File: src/rtl/idex_stage_buf_pkg.sv
// Shared constants for the decode->execute stage buffer: flush source indices and default widths.
package idex_pkg;
   localparam int FLUSH_HAZ     = 0;
   localparam int FLUSH_INT     = 1;
   localparam int DEF_DATA_W    = 64;
   localparam int DEF_CTRL_W    = 16;
   localparam int DEF_PC_W      = 32;
   localparam int DEF_NUM_FLUSH = 2;
endpackage

File: src/rtl/idex_stage_buf_entry.sv
// One storage slot of the stage buffer. Ctrl is zeroed whenever the slot is invalid so it can drive
// the execute stage directly; data and pc keep their last value.
module idex_entry #(
   parameter int CTRL_W = 16,
   parameter int DATA_W = 64,
   parameter int PC_W   = 32
) (
   input  logic              clk,
   input  logic              rst,
   input  logic              load,
   input  logic              clear,
   input  logic [CTRL_W-1:0] in_ctrl,
   input  logic [DATA_W-1:0] in_data,
   input  logic [PC_W-1:0]   in_pc,
   output logic              valid,
   output logic [CTRL_W-1:0] ctrl,
   output logic [DATA_W-1:0] data,
   output logic [PC_W-1:0]   pc
);
   logic              valid_d, valid_q;
   logic [CTRL_W-1:0] ctrl_d, ctrl_q;
   logic [DATA_W-1:0] data_d, data_q;
   logic [PC_W-1:0]   pc_d, pc_q;

   // slot next-state: load wins over clear, otherwise hold
   always_comb begin
      valid_d = valid_q;
      ctrl_d  = ctrl_q;
      data_d  = data_q;
      pc_d    = pc_q;
      if (load) begin
         valid_d = 1'b1;
         ctrl_d  = in_ctrl;
         data_d  = in_data;
         pc_d    = in_pc;
      end else if (clear) begin
         valid_d = 1'b0;
         ctrl_d  = '0;
      end else begin
         valid_d = valid_q;
      end
   end

   // slot registers
   always_ff @(posedge clk) begin
      if (rst) begin
         valid_q <= 1'b0;
         ctrl_q  <= '0;
         data_q  <= '0;
         pc_q    <= '0;
      end else begin
         valid_q <= valid_d;
         ctrl_q  <= ctrl_d;
         data_q  <= data_d;
         pc_q    <= pc_d;
      end
   end

   assign valid = valid_q;
   assign ctrl  = ctrl_q;
   assign data  = data_q;
   assign pc    = pc_q;
endmodule

File: src/rtl/idex_stage_buf.sv
// Decode->execute pipeline stage: head slot plus optional skid slot, valid/ready handshake,
// multi-source flush and a registered report of the oldest killed instruction's PC.
module idex_stage_buf import idex_pkg::*; #(
   parameter int DATA_W    = DEF_DATA_W,
   parameter int CTRL_W    = DEF_CTRL_W,
   parameter int PC_W      = DEF_PC_W,
   parameter int NUM_FLUSH = DEF_NUM_FLUSH,
   parameter int SKID      = 1
) (
   input  logic                 clk,
   input  logic                 rst,
   input  logic                 in_valid,
   output logic                 in_ready,
   input  logic [CTRL_W-1:0]    in_ctrl,
   input  logic [DATA_W-1:0]    in_data,
   input  logic [PC_W-1:0]      in_pc,
   input  logic [NUM_FLUSH-1:0] flush,
   output logic                 out_valid,
   input  logic                 out_ready,
   output logic [CTRL_W-1:0]    out_ctrl,
   output logic [DATA_W-1:0]    out_data,
   output logic [PC_W-1:0]      out_pc,
   output logic                 kill_valid,
   output logic [PC_W-1:0]      kill_pc,
   output logic [NUM_FLUSH-1:0] kill_src
);
   logic              h_v, s_v;
   logic [CTRL_W-1:0] h_ctrl, s_ctrl;
   logic [DATA_W-1:0] h_data, s_data;
   logic [PC_W-1:0]   h_pc, s_pc;
   logic              acc, rel, fl;
   logic              h_load, h_clear, h_from_skid, s_load, s_clear, s_v_next;
   logic              in_ready_d, in_ready_q;
   logic                 kill_valid_d, kill_valid_q;
   logic [PC_W-1:0]      kill_pc_d, kill_pc_q;
   logic [NUM_FLUSH-1:0] kill_src_d, kill_src_q;

   assign in_ready = (SKID != 0) ? in_ready_q : (out_ready | ~h_v);
   assign acc      = in_valid & in_ready;
   assign rel      = h_v & out_ready;
   assign fl       = |flush;

   // slot movement: a free or releasing head refills from skid first, then from the input
   always_comb begin
      h_load      = 1'b0;
      h_clear     = 1'b0;
      h_from_skid = 1'b0;
      s_load      = 1'b0;
      s_clear     = 1'b0;
      s_v_next    = s_v;
      if (fl) begin
         h_clear  = 1'b1;
         s_clear  = 1'b1;
         s_v_next = 1'b0;
      end else if (!h_v || rel) begin
         if (s_v) begin
            h_load      = 1'b1;
            h_from_skid = 1'b1;
            s_load      = acc;
            s_clear     = ~acc;
            s_v_next    = acc;
         end else if (acc) begin
            h_load   = 1'b1;
            s_clear  = 1'b1;
            s_v_next = 1'b0;
         end else begin
            h_clear  = 1'b1;
            s_clear  = 1'b1;
            s_v_next = 1'b0;
         end
      end else begin
         s_load   = acc;
         s_v_next = s_v | acc;
      end
      in_ready_d = ~s_v_next;
   end

   // kill report: oldest surviving candidate is unreleased head, then skid, then the accepted input
   always_comb begin
      kill_valid_d = 1'b0;
      kill_pc_d    = '0;
      kill_src_d   = '0;
      if (fl) begin
         if (h_v && !rel) begin
            kill_valid_d = 1'b1;
            kill_pc_d    = h_pc;
         end else if (s_v) begin
            kill_valid_d = 1'b1;
            kill_pc_d    = s_pc;
         end else if (acc) begin
            kill_valid_d = 1'b1;
            kill_pc_d    = in_pc;
         end else begin
            kill_valid_d = 1'b0;
         end
         kill_src_d = kill_valid_d ? flush : '0;
      end else begin
         kill_valid_d = 1'b0;
      end
   end

   // handshake and kill-report registers
   always_ff @(posedge clk) begin
      if (rst) begin
         in_ready_q   <= 1'b1;
         kill_valid_q <= 1'b0;
         kill_pc_q    <= '0;
         kill_src_q   <= '0;
      end else begin
         in_ready_q   <= in_ready_d;
         kill_valid_q <= kill_valid_d;
         kill_pc_q    <= kill_pc_d;
         kill_src_q   <= kill_src_d;
      end
   end

   idex_entry #(.CTRL_W(CTRL_W), .DATA_W(DATA_W), .PC_W(PC_W)) u_head (
      .clk(clk), .rst(rst), .load(h_load), .clear(h_clear),
      .in_ctrl(h_from_skid ? s_ctrl : in_ctrl),
      .in_data(h_from_skid ? s_data : in_data),
      .in_pc(h_from_skid ? s_pc : in_pc),
      .valid(h_v), .ctrl(h_ctrl), .data(h_data), .pc(h_pc)
   );

   if (SKID != 0) begin : g_skid
      idex_entry #(.CTRL_W(CTRL_W), .DATA_W(DATA_W), .PC_W(PC_W)) u_skid (
         .clk(clk), .rst(rst), .load(s_load), .clear(s_clear),
         .in_ctrl(in_ctrl), .in_data(in_data), .in_pc(in_pc),
         .valid(s_v), .ctrl(s_ctrl), .data(s_data), .pc(s_pc)
      );
   end else begin : g_noskid
      assign s_v    = 1'b0;
      assign s_ctrl = '0;
      assign s_data = '0;
      assign s_pc   = '0;
   end

   assign out_valid  = h_v;
   assign out_ctrl   = h_ctrl;
   assign out_data   = h_data;
   assign out_pc     = h_pc;
   assign kill_valid = kill_valid_q;
   assign kill_pc    = kill_pc_q;
   assign kill_src   = kill_src_q;
endmodule

File: config.mk
export PLATFORM = sky130hd
export DESIGN_NAME = idex_stage_buf
export DESIGN_NICKNAME = d
export VERILOG_FILES = /design/src/rtl/idex_stage_buf_pkg.sv /design/src/rtl/idex_stage_buf_entry.sv /design/src/rtl/idex_stage_buf.sv
export SDC_FILE = /design/constraint.sdc
export NUM_CORES = 1
export LEC_CHECK = 0
export CORE_UTILIZATION = 35
export DETAILED_ROUTE_END_ITERATION = 6
export PLACE_DENSITY = 0.65
export SYNTH_ARGS = -nofsm -noshare
export SYNTH_HDL_FRONTEND = slang
export SYNTH_SLANG_ARGS = --single-unit
File: constraint.sdc
create_clock -name clk -period 1.6 [get_ports clk]
set_input_delay 0.48 -clock clk [delete_from_list [all_inputs] [get_ports clk]]
set_output_delay 0.48 -clock clk [all_outputs]
set_load 0.05 [all_outputs]
# ---- Yosys cells after proc, flatten, opt, wreduce, memory -nomap -nowiden
# Index checks and enable logic that the tools add are counted.
dict set report word_totals {
  inputBits 118
  reg_bits 262
  out_inout_bits 149
  word_cells 63
}
dict set report op_classes {
  bitwise 7
  n_mux 35
  reduce_logical 9
}
# cell n
set op_table {}
lappend op_table {{$mux W32} 4}
lappend op_table {{$mux W16} 5}
lappend op_table {{$mux W64} 1}
lappend op_table {{$mux W1} 25}
lappend op_table {{$not A1 Y1} 4}
lappend op_table {{$reduce_bool A2 Y1} 2}
lappend op_table {{$reduce_or A2 Y1} 2}
lappend op_table {{$reduce_or A3 Y1} 1}
lappend op_table {{$and A1 B1 Y1} 2}
lappend op_table {{$logic_not A1 Y1} 2}
lappend op_table {{$logic_and A1 B1 Y1} 1}
lappend op_table {{$logic_or A1 B1 Y1} 1}
lappend op_table {{$or A1 B1 Y1} 1}

# ---- Depth between registers and ports, before layout
# Gate-level depths: netlist of run 1.
dict set report depth {
  word_depth 7
  ltp_mapped 7
  mapped_depth_nobuf 3
}

# ---- Hierarchy
# Synthesis of run 1 repeated with hierarchy kept, for this count alone.
dict set report hier_totals {
  cells_unflattened 1066
  area_unflattened_um2 11402.2
}
# mod area_per_inst_um2 n_inst seq_area_each_um2 cells_per_inst
set by_module_without_submodules {}
lappend by_module_without_submodules {idex_entry 4120.2 2 2262.2 386}
lappend by_module_without_submodules {idex_stage_buf 3161.8 1 720.7 294}

# ---- Least setup slack after synthesis of run 1
# Ideal clock, no wire load.
dict set report synth_timing {
  path_kind {register to register}
  from {reg u_head.valid_q (netlist: u_head.valid)}
  to {reg g_skid.u_skid.data_q[46] (netlist: g_skid.u_skid.data[46])}
  path_slack_ps -239
  path_buffers 4
  t_required_ps 1528
  synth_period_minus_slack_ps 1839
  arrival_ps 1767
  setup_ps 72
  stages_incl_launch_ff 8
  path_cell_list {dfxtp_1 nor2b_1 clkbuf_1 o2111a_1 buf_2 buf_6 buf_6 mux2i_1}
}
dict set report synth_between {
  elab_chain_cells 4
  word_cells_on_any_way 5
  classes_between {2 x mux; 1 x bitwise; 2 x reduce/logical}
}
# element line_no
set synth_rtl {}
lappend synth_rtl {{start, declared} idex_stage_buf_entry.sv:20} ;# logic valid_d, valid_q;
lappend synth_rtl {{start signal, assigned} idex_stage_buf_entry.sv:52} ;# valid_q <= valid_d;
lappend synth_rtl {{$and A1 B1 Y1 or $logic_not A1 Y1 (tied branches)} {idex_stage_buf.sv:40, idex_stage_buf.sv:55}}
lappend synth_rtl {{$logic_or A1 B1 Y1 *} idex_stage_buf.sv:55} ;# end else if (!h_v || rel) begin
lappend synth_rtl {{$mux W1 *} idex_stage_buf.sv:55}
lappend synth_rtl {{$mux W1 *} idex_stage_buf.sv:51} ;# if (fl) begin
lappend synth_rtl {{end signal, assigned} idex_stage_buf_entry.sv:54} ;# data_q <= data_d;
lappend synth_rtl {{end, declared} idex_stage_buf_entry.sv:22} ;# logic [DATA_W-1:0] data_d, data_q;
# Mark *: on every way between the ends. The rest lies on a longest branch, timed or not.
# A chain may end at the register's enable or synchronous reset.

# ---- Worst setup path after layout of run 1
dict set report layout_timing {
  from {reg u_head.ctrl_q[3] (netlist: u_head.ctrl[3])}
  to {out out_ctrl[3]}
}
# element line_no
set layout_lines {}
lappend layout_lines {{start, declared} idex_stage_buf_entry.sv:21} ;# logic [CTRL_W-1:0] ctrl_d, ctrl_q;
lappend layout_lines {{start signal, assigned} idex_stage_buf_entry.sv:53} ;# ctrl_q <= ctrl_d;
lappend layout_lines {{end, declared} idex_stage_buf.sv:20} ;# output logic [CTRL_W-1:0] out_ctrl,
# No word-level cell between the ends.

==> metrics.md, run 1 <==
| Metric | Value |
|---|---|
| CTS tree | `done` |
| Worst clock skew | `around 0.011 ns` |
| Xor and xnor fraction of the mapped netlist area | `0` |
| Later-pin clock latency in the skew report | `around 0.55 ns` |
| Layout cells sized above 1 | `0.243` |
| Fin nets | `approximately 1.6k` |
| Full die area | `33300 um2` |
| Crit path time final | `about 1.6 ns` |
| Data required time of the critical path | `1.12 ns` |
| Post-DR wirelength/cell | `between 15 and 20 um` |
| Initial Utilization | `0.358` |
| Sequential share of the synthesized area | `0.461` |
| Vias/cell | `between 5 and 6` |
| Crit. End Element | `primary output` |
| Post-route design area | `about 17000 um2` |
| Vias in the first global route | `10.0k` |
| CTS max path bufs | `3` |
| Routed vias | `between 9k and 10k` |
| Critical path type | `reg2out` |
| Total CTS buffers | `29` |
| Total gr overflow | `0` |
| Gate Count Post-Synth | `roughly 1.2k` |
| Worst Setup Start Kind | `flip-flop` |
| Hold Crit Class | `in2reg` |
| TritonRoute pass-1 iters | `5` |
| Commonest non-fill, non-tap cell in the layout | `nand2b_1` |
| FFs w/ async S/R, synth | `0` |
| Adder-Cell Fraction of Synth Area | `0` |
| Residual DRC | `0` |
| I/O Pins | `267` |
| Post-Route WL | `around 34000 um` |
| Crit path cell chain | `buf_12` |
| Status | `finished, final reports clean` |
| Synthesized area per cell | `9.31 um2` |
| Final HPWL DP | `22300 um` |
| Synth Net Count | `approximately 1.3k` |
| Tot Pwr | `between 0.015 and 0.02 W` |
| Die H | `182 um` |
| Gr usage total | `0.202` |
| Gpl congestion | `approximately 0.79` |
| Reg clk slew, reported paths | `0.06 ns` |
| CTS sink count | `between 200 and 300` |
| Mapped Area | `between 10000 and 15000 um2` |
| Synth cell types | `34` |
| Post-synthesis simple-gate area fraction | `0.164` |
| Initial antenna violation count | `2` |
| Slew @ Worst Pin | `0.387 ns` |
| Register bit total from synthesis | `262` |
| Slew Viols, Final | `0` |
| Final setup vio count | `0` |
| Largest net degree at the start of global routing | `97` |
| Slew Limit Headroom | `0.742` |
| EDFF count, synth | `0` |
| Area added between synthesis and finish | `52.5%` |
| First-pass GRT wire length | `54700 um` |
| Maximum vdd drop | `0.743 mV` |
| Largest family of logic cells by synthesized area | `compound AO/OA/AOI/OAI gates` |
| Pwr per Cell Area | `~900 nW/um2` |
| Main flop type after synthesis | `dfxtp_1` |
| Syn. warnings | `0` |
| Placed cell area | `~16000 um2` |
| Core area | `about 32000 um2` |
| Die X | `182 um` |
| Max-cap violations | `0` |
| Pleak | `between 6 and 7 nW` |
| H-Tree Depth | `1` |
| Post-CTS Hold Fix Bufs | `0` |
| Root Driver | `clkbuf_16` |
| Worst-path maximum fanout | `2` |
| Fmax | `0.636 GHz` |
| Count of input and output buffers | `266` |
| Synth area leader | `dfxtp_1` |
| Hold Fails Final Rpt | `0` |
| WP data arrival | `roughly 1.1 ns` |
| Post-route ant nets | `0` |
| CP peak stage delay | `about 0.40 ns` |
| Post-synth top area share | `0.461` |
| CP max-delay cell | `dfxtp_1` |
| Multiplexer share of the synthesized area | `0.100` |
| Final period util | `0.983` |
| Largest cells by area after synthesis | `dfxtp_1 46%, nand2b_1 11%, mux2i_1 8.4%, o32ai_1 7.4%, a21oi_1 5.0%` |
| Drt initial violations | `773` |
| FP Rows | `65` |
| Compound-Gate Fraction of Synth Area | `0.187` |
| WP buf/inv | `1` |
| Most frequent cells in the layout | `192 x nand2b_1, 187 x dfxtp_1, 175 x buf_12` |
| Top delay family on crit path | `flip-flops` |
-- cells in the mapped netlist (17+ instances only) --
master    number
a211oi_1      31
a21oi_1      114
a221oi_1      32
buf_2         38
clkbuf_1      57
dfxtp_1      262
inv_1         96
mux2i_1       96
nand2_1       17
nand2b_1     193
nor2_1        98
o32ai_1       96
-- cell families (layout without fill, tap and decap cells) --
logic type | Yosys count | count (layout)
muxes | 112 | 112
buffers and inverters | 216 | 472
other | 0 | 1
DFF | 262 | 262
AOI/OAI and AO/OA | 296 | 296
and+or+nand+nor | 337 | 337
-- report_power, final --
group          total [W]  switching (W)  internal [W]
sequential       0.00682       0.000147       0.00667
combinational    0.00214        0.00105       0.00109
clock            0.00661        0.00269       0.00392
-- what timing repair did --
item,4_1_cts,5_1_grt
gates resized for setup,49,39
pin swaps,16,1
cloned,1,0
setup endpoints to repair,108,55
setup buffers,0,1
-- final timing paths --
check / startpoint / to / slack [ns] / depth (start not counted)
worst max-delay path: u_head.ctrl[3]$_SDFFE_PP0P_ / out_ctrl[3] / 0.03 / 1
worst min-delay path: rst / u_head.valid$_SDFFE_PP0P_ / 0.40 / 4
worst max register to register: g_skid.u_skid.valid$_SDFFE_PP0P_ / u_head.data[62]$_SDFFE_PP0P_ / 0.09 / 5
worst min register to register: g_skid.u_skid.data[14]$_SDFFE_PP0P_ / g_skid.u_skid.data[14]$_SDFFE_PP0P_ / 0.47 / 2
-- final cells by class --
cell class,instances,area [um2]
diodes,1,2.50
flip-flops and latches,262,5350
well taps,435,544
multi-input cells,745,5220
inverters,96,360
clock inverters,10,106
clock buffers,42,835
fillers,2685,14400
repair buffers,324,4950
-- state kept, by name (all words and copies together), names as in the netlist --
name,count
kill_valid,1
g_skid.u_skid.ctrl,16
u_head.data,64
in_ready,1
kill_src,2
u_head.pc,32
g_skid.u_skid.valid,1
u_head.valid,1
g_skid.u_skid.pc,32
kill_pc,32
g_skid.u_skid.data,64
u_head.ctrl,16
-- layer usage --
layer / up-vias / global-route usage / wire length [um]
met5: - / 0 / 11
met4: 2 / 0.0524 / 515
met3: 42 / 0.0463 / 2750
met2: 363 / 0.334 / 16200
met1: 4749 / 0.265 / 14800
li1: 4740 / - / -
-- per-stage QoR --
| step | hold WS [ns] | setup WS, ns | setup TNS [ns] | cells | utilization |
|---|---|---|---|---|---|
| after floorplan | 0.437 | 0.0108 | 0 | 1223 | - |
| after global placement | 0.451 | -0.599 | -130.52 | 1860 | 0.511 |
| after detailed placement | 0.453 | -0.625 | -133.58 | 1860 | 0.511 |
| after CTS | 0.377 | 0.000682 | 0 | 1913 | 0.544 |
| after global routing | 0.393 | -0.00506 | -0.00506 | 1915 | 0.546 |
| final | 0.399 | 0.0280 | 0 | 1915 | 0.546 |
-- worst min-delay path, stage by stage --
cell	delay (ns)
buf_4	0.13
nor3_4	0.05
buf_4	0.13
nor2b_1	0.12
Power figures use the tool's default switching activity.
==> run 2, diff against run 1 <==
CORE_MARGIN = 2   (was not set)
GPL_TIMING_DRIVEN = 0   (was not set)
==> metrics.md, run 2 (same netlist as run 1, synthesis figures left out) <==
| Metric | Value |
|---|---|
| Status | `finished, final reports clean (unchanged)` |
| Gpl congestion | `0.793 (was 0.792)` |
| Area added between synthesis and finish | `48.6% (was 52.5%)` |
| Die H | `184 um (was 182 um)` |
| Later-pin clock latency in the skew report | `0.55 ns (about the same)` |
| Residual DRC | `0 (unchanged)` |
| Reg clk slew, reported paths | `0.06 ns (about the same)` |
| H-Tree Depth | `1 (unchanged)` |
| Total gr overflow | `0 (unchanged)` |
| CP max-delay cell | `or3b_4 (was dfxtp_1)` |
| GRT busiest layer | `met2 (unchanged)` |
| Post-route ant nets | `0 (unchanged)` |
| Post-Layout Cell Count | `2009 (was 1915)` |
| Count of input and output buffers | `265 (was 266)` |
| Commonest non-fill, non-tap cell in the layout | `dfxtp_1 (was nand2b_1)` |
| Worst clock skew | `0.00972 ns (was 0.0109 ns)` |
| Top delay family on crit path | `simple AND/OR/NAND/NOR gates (was flip-flops)` |
| Pwr per Cell Area | `963 nW/um2 (was 897 nW/um2)` |
| Full die area | `34000 um2 (was 33300 um2)` |
| Tot Pwr | `0.0163 W (was 0.0156 W)` |
| Fill cell count | `2923 (was 2685)` |
| Fmax | `0.630 GHz (was 0.636 GHz)` |
| Core area | `32300 um2 (was 31800 um2)` |
| Critical path type | `reg2reg (was reg2out)` |
| Final TNS setup | `0 ns (unchanged)` |
| Pre-CTS WS | `-1.13 ns (was -0.625 ns)` |
| Reg area | `5310 um2 (was 5350 um2)` |
| Final setup vio count | `0 (unchanged)` |
| Maximum vdd drop | `0.968 mV (was 0.743 mV)` |
| CTS tree | `done (unchanged)` |
| FP Rows | `66 (was 65)` |
| Most frequent cells in the layout | `214 x dfxtp_1, 193 x nand2b_1, 113 x a21oi_1 (was 192 x nand2b_1, 187 x dfxtp_1, 175 x buf_12)` |
| Met2 usage | `0.340 (was 0.334)` |
| Slew @ Worst Pin | `0.500 ns (was 0.387 ns)` |
| Routed vias | `10.2k (was 9896)` |
| Final HPWL DP | `25400 um (was 22300 um)` |
| Fin nets | `1661 (was 1576)` |
| Pleak | `6.42 nW (was 6.33 nW)` |
| Unrepaired setup endpoints after global routing | `yes` |
| I/O Pins | `267 (unchanged)` |
| Vias in the first global route | `10.2k (was 10.0k)` |
| Setup ws final | `0.0138 ns (was 0.0280 ns)` |
| Layout cells sized above 1 | `0.297 (was 0.243)` |
| Met1 Use GR | `0.270 (was 0.265)` |
| First-pass GRT wire length | `56200 um (was 54700 um)` |
| M3 GR Usage | `0.0565 (was 0.0463)` |
| Post-DR wirelength/cell | `18.7 um (was 17.9 um)` |
| Data required time of the critical path | `2.03 ns (was 1.12 ns)` |
| Crit path cell chain | `buf_6 -> or3b_4 -> buf_12 -> buf_8 -> nor2_2 -> o32ai_2 (was buf_12)` |
| Worst Setup Start Kind | `flip-flop (unchanged)` |
| CTS max path bufs | `3 (unchanged)` |
| CP peak stage delay | `0.46 ns (was 0.40 ns)` |
| Post-Route WL | `37500 um (was 34200 um)` |
| Initial Utilization | `0.353 (was 0.358)` |
| Largest net degree at the start of global routing | `15 (was 97)` |
| Final period util | `0.991 (was 0.983)` |
| Max-cap violations | `0 (unchanged)` |
| Gr usage total | `0.208 (was 0.202)` |
| Hold Fails Final Rpt | `0 (unchanged)` |
| Placed insts | `1930 (was 1860)` |
| Drt initial violations | `590 (was 773)` |
| Die X | `184 um (was 182 um)` |
| Initial antenna violation count | `4 (was 2)` |
| Slew Limit Headroom | `0.666 (was 0.742)` |
| Hold Crit Class | `in2reg (unchanged)` |
| Root Driver | `clkbuf_16 (unchanged)` |
| WP data arrival | `2.02 ns (was 1.09 ns)` |
| Crit path time final | `1.59 ns (was 1.57 ns)` |
| Crit. End Element | `flip-flop (was primary output)` |
| WP buf/inv | `3 (was 1)` |
| TritonRoute pass-1 iters | `7 (was 5)` |
| Vias/cell | `5.08 (was 5.17)` |
| Multi-input combinational cell area | `5590 um2 (was 5220 um2)` |
| Worst-path maximum fanout | `10 (was 2)` |
| CTS sink count | `262 (unchanged)` |
| Total CTS buffers | `30 (was 29)` |
| Slew Viols, Final | `0 (unchanged)` |
## run 2: cell count changes in the layout (fill, tap and decap cells not counted), moves of 12 or more
cell,change
o32ai_1,-23
buf_6,+102
nor2_4,+12
clkbuf_1,+18
dfxtp_2,-26
clkbuf_2,+27
nor2_1,-31
o32ai_2,+22
dfxtp_1,+27
buf_8,+12
buf_12,-161
buf_4,+62
nor2_2,+19
## run 2: per-layer routing
metal  vias to the layer above  wire length (um)  part of all wire
li1                       4937                 -                 -
met4                         2               948             0.025
met1                      4895             16400              0.44
met5                         -                11           0.00029
met2                       324             17300              0.46
met3                        53              2850             0.076
## run 2: final timing paths
kind,startpoint,endpoint,slack (ns),cells past startpoint
setup / recovery,g_skid.u_skid.valid$_SDFFE_PP0P_,u_head.pc[1]$_SDFFE_PP0P_,0.01,6
setup reg to reg,g_skid.u_skid.valid$_SDFFE_PP0P_,u_head.pc[1]$_SDFFE_PP0P_,0.01,6
hold / removal,flush[1],kill_src[1]$_SDFF_PP0_,0.34,2
hold reg to reg,u_head.data[14]$_SDFFE_PP0P_,u_head.data[14]$_SDFFE_PP0P_,0.45,2
## run 2: worst reg2reg max path: stages, from the launching register on
cell and delay, ns:
dfxtp_2 0.33, buf_6 0.11, or3b_4 0.46, buf_12 0.20, buf_8 0.16, nor2_2 0.11
o32ai_2 0.10
## run 2: final cells by class
cell class,instances,area share
antenna,2,0.000296
buffer,116,0.0584
clock buffer,41,0.0517
clock inverter,13,0.0127
inverter,96,0.0213
multi-input combinational,745,0.330
sequential,262,0.314
tap,442,0.0327
timing repair buffer,292,0.178
## run 2: through the flow
stage                      util  hold slack, ns  area, um2
after floorplan               -           0.437      11400
after global placement    0.452           0.442      14600
after detailed placement  0.452           0.445      14600
after CTS                 0.497           0.412      16100
after global routing      0.524           0.333      16900
final                     0.524           0.339      16900
## run 2: report_power, final
group / internal, W / leakage, nW / switching, W
sequential: 0.00667 / 2.14 / 0.0000868
clock: 0.00476 / 0.541 / 0.00280
combinational: 0.000851 / 3.74 / 0.00111
total: 0.0123 / 6.42 / 0.00400
## run 2: timing repair
action / in CTS / in global routing
pin swaps: 5 / 41
hold buffers: 0 / 0
buffers inserted: 12 / 7
resized for setup: 1077 / 211
hold endpoints to repair: 0 / 0
gates cloned: 3 / 6
endpoints found under the setup margin: 409 / 297
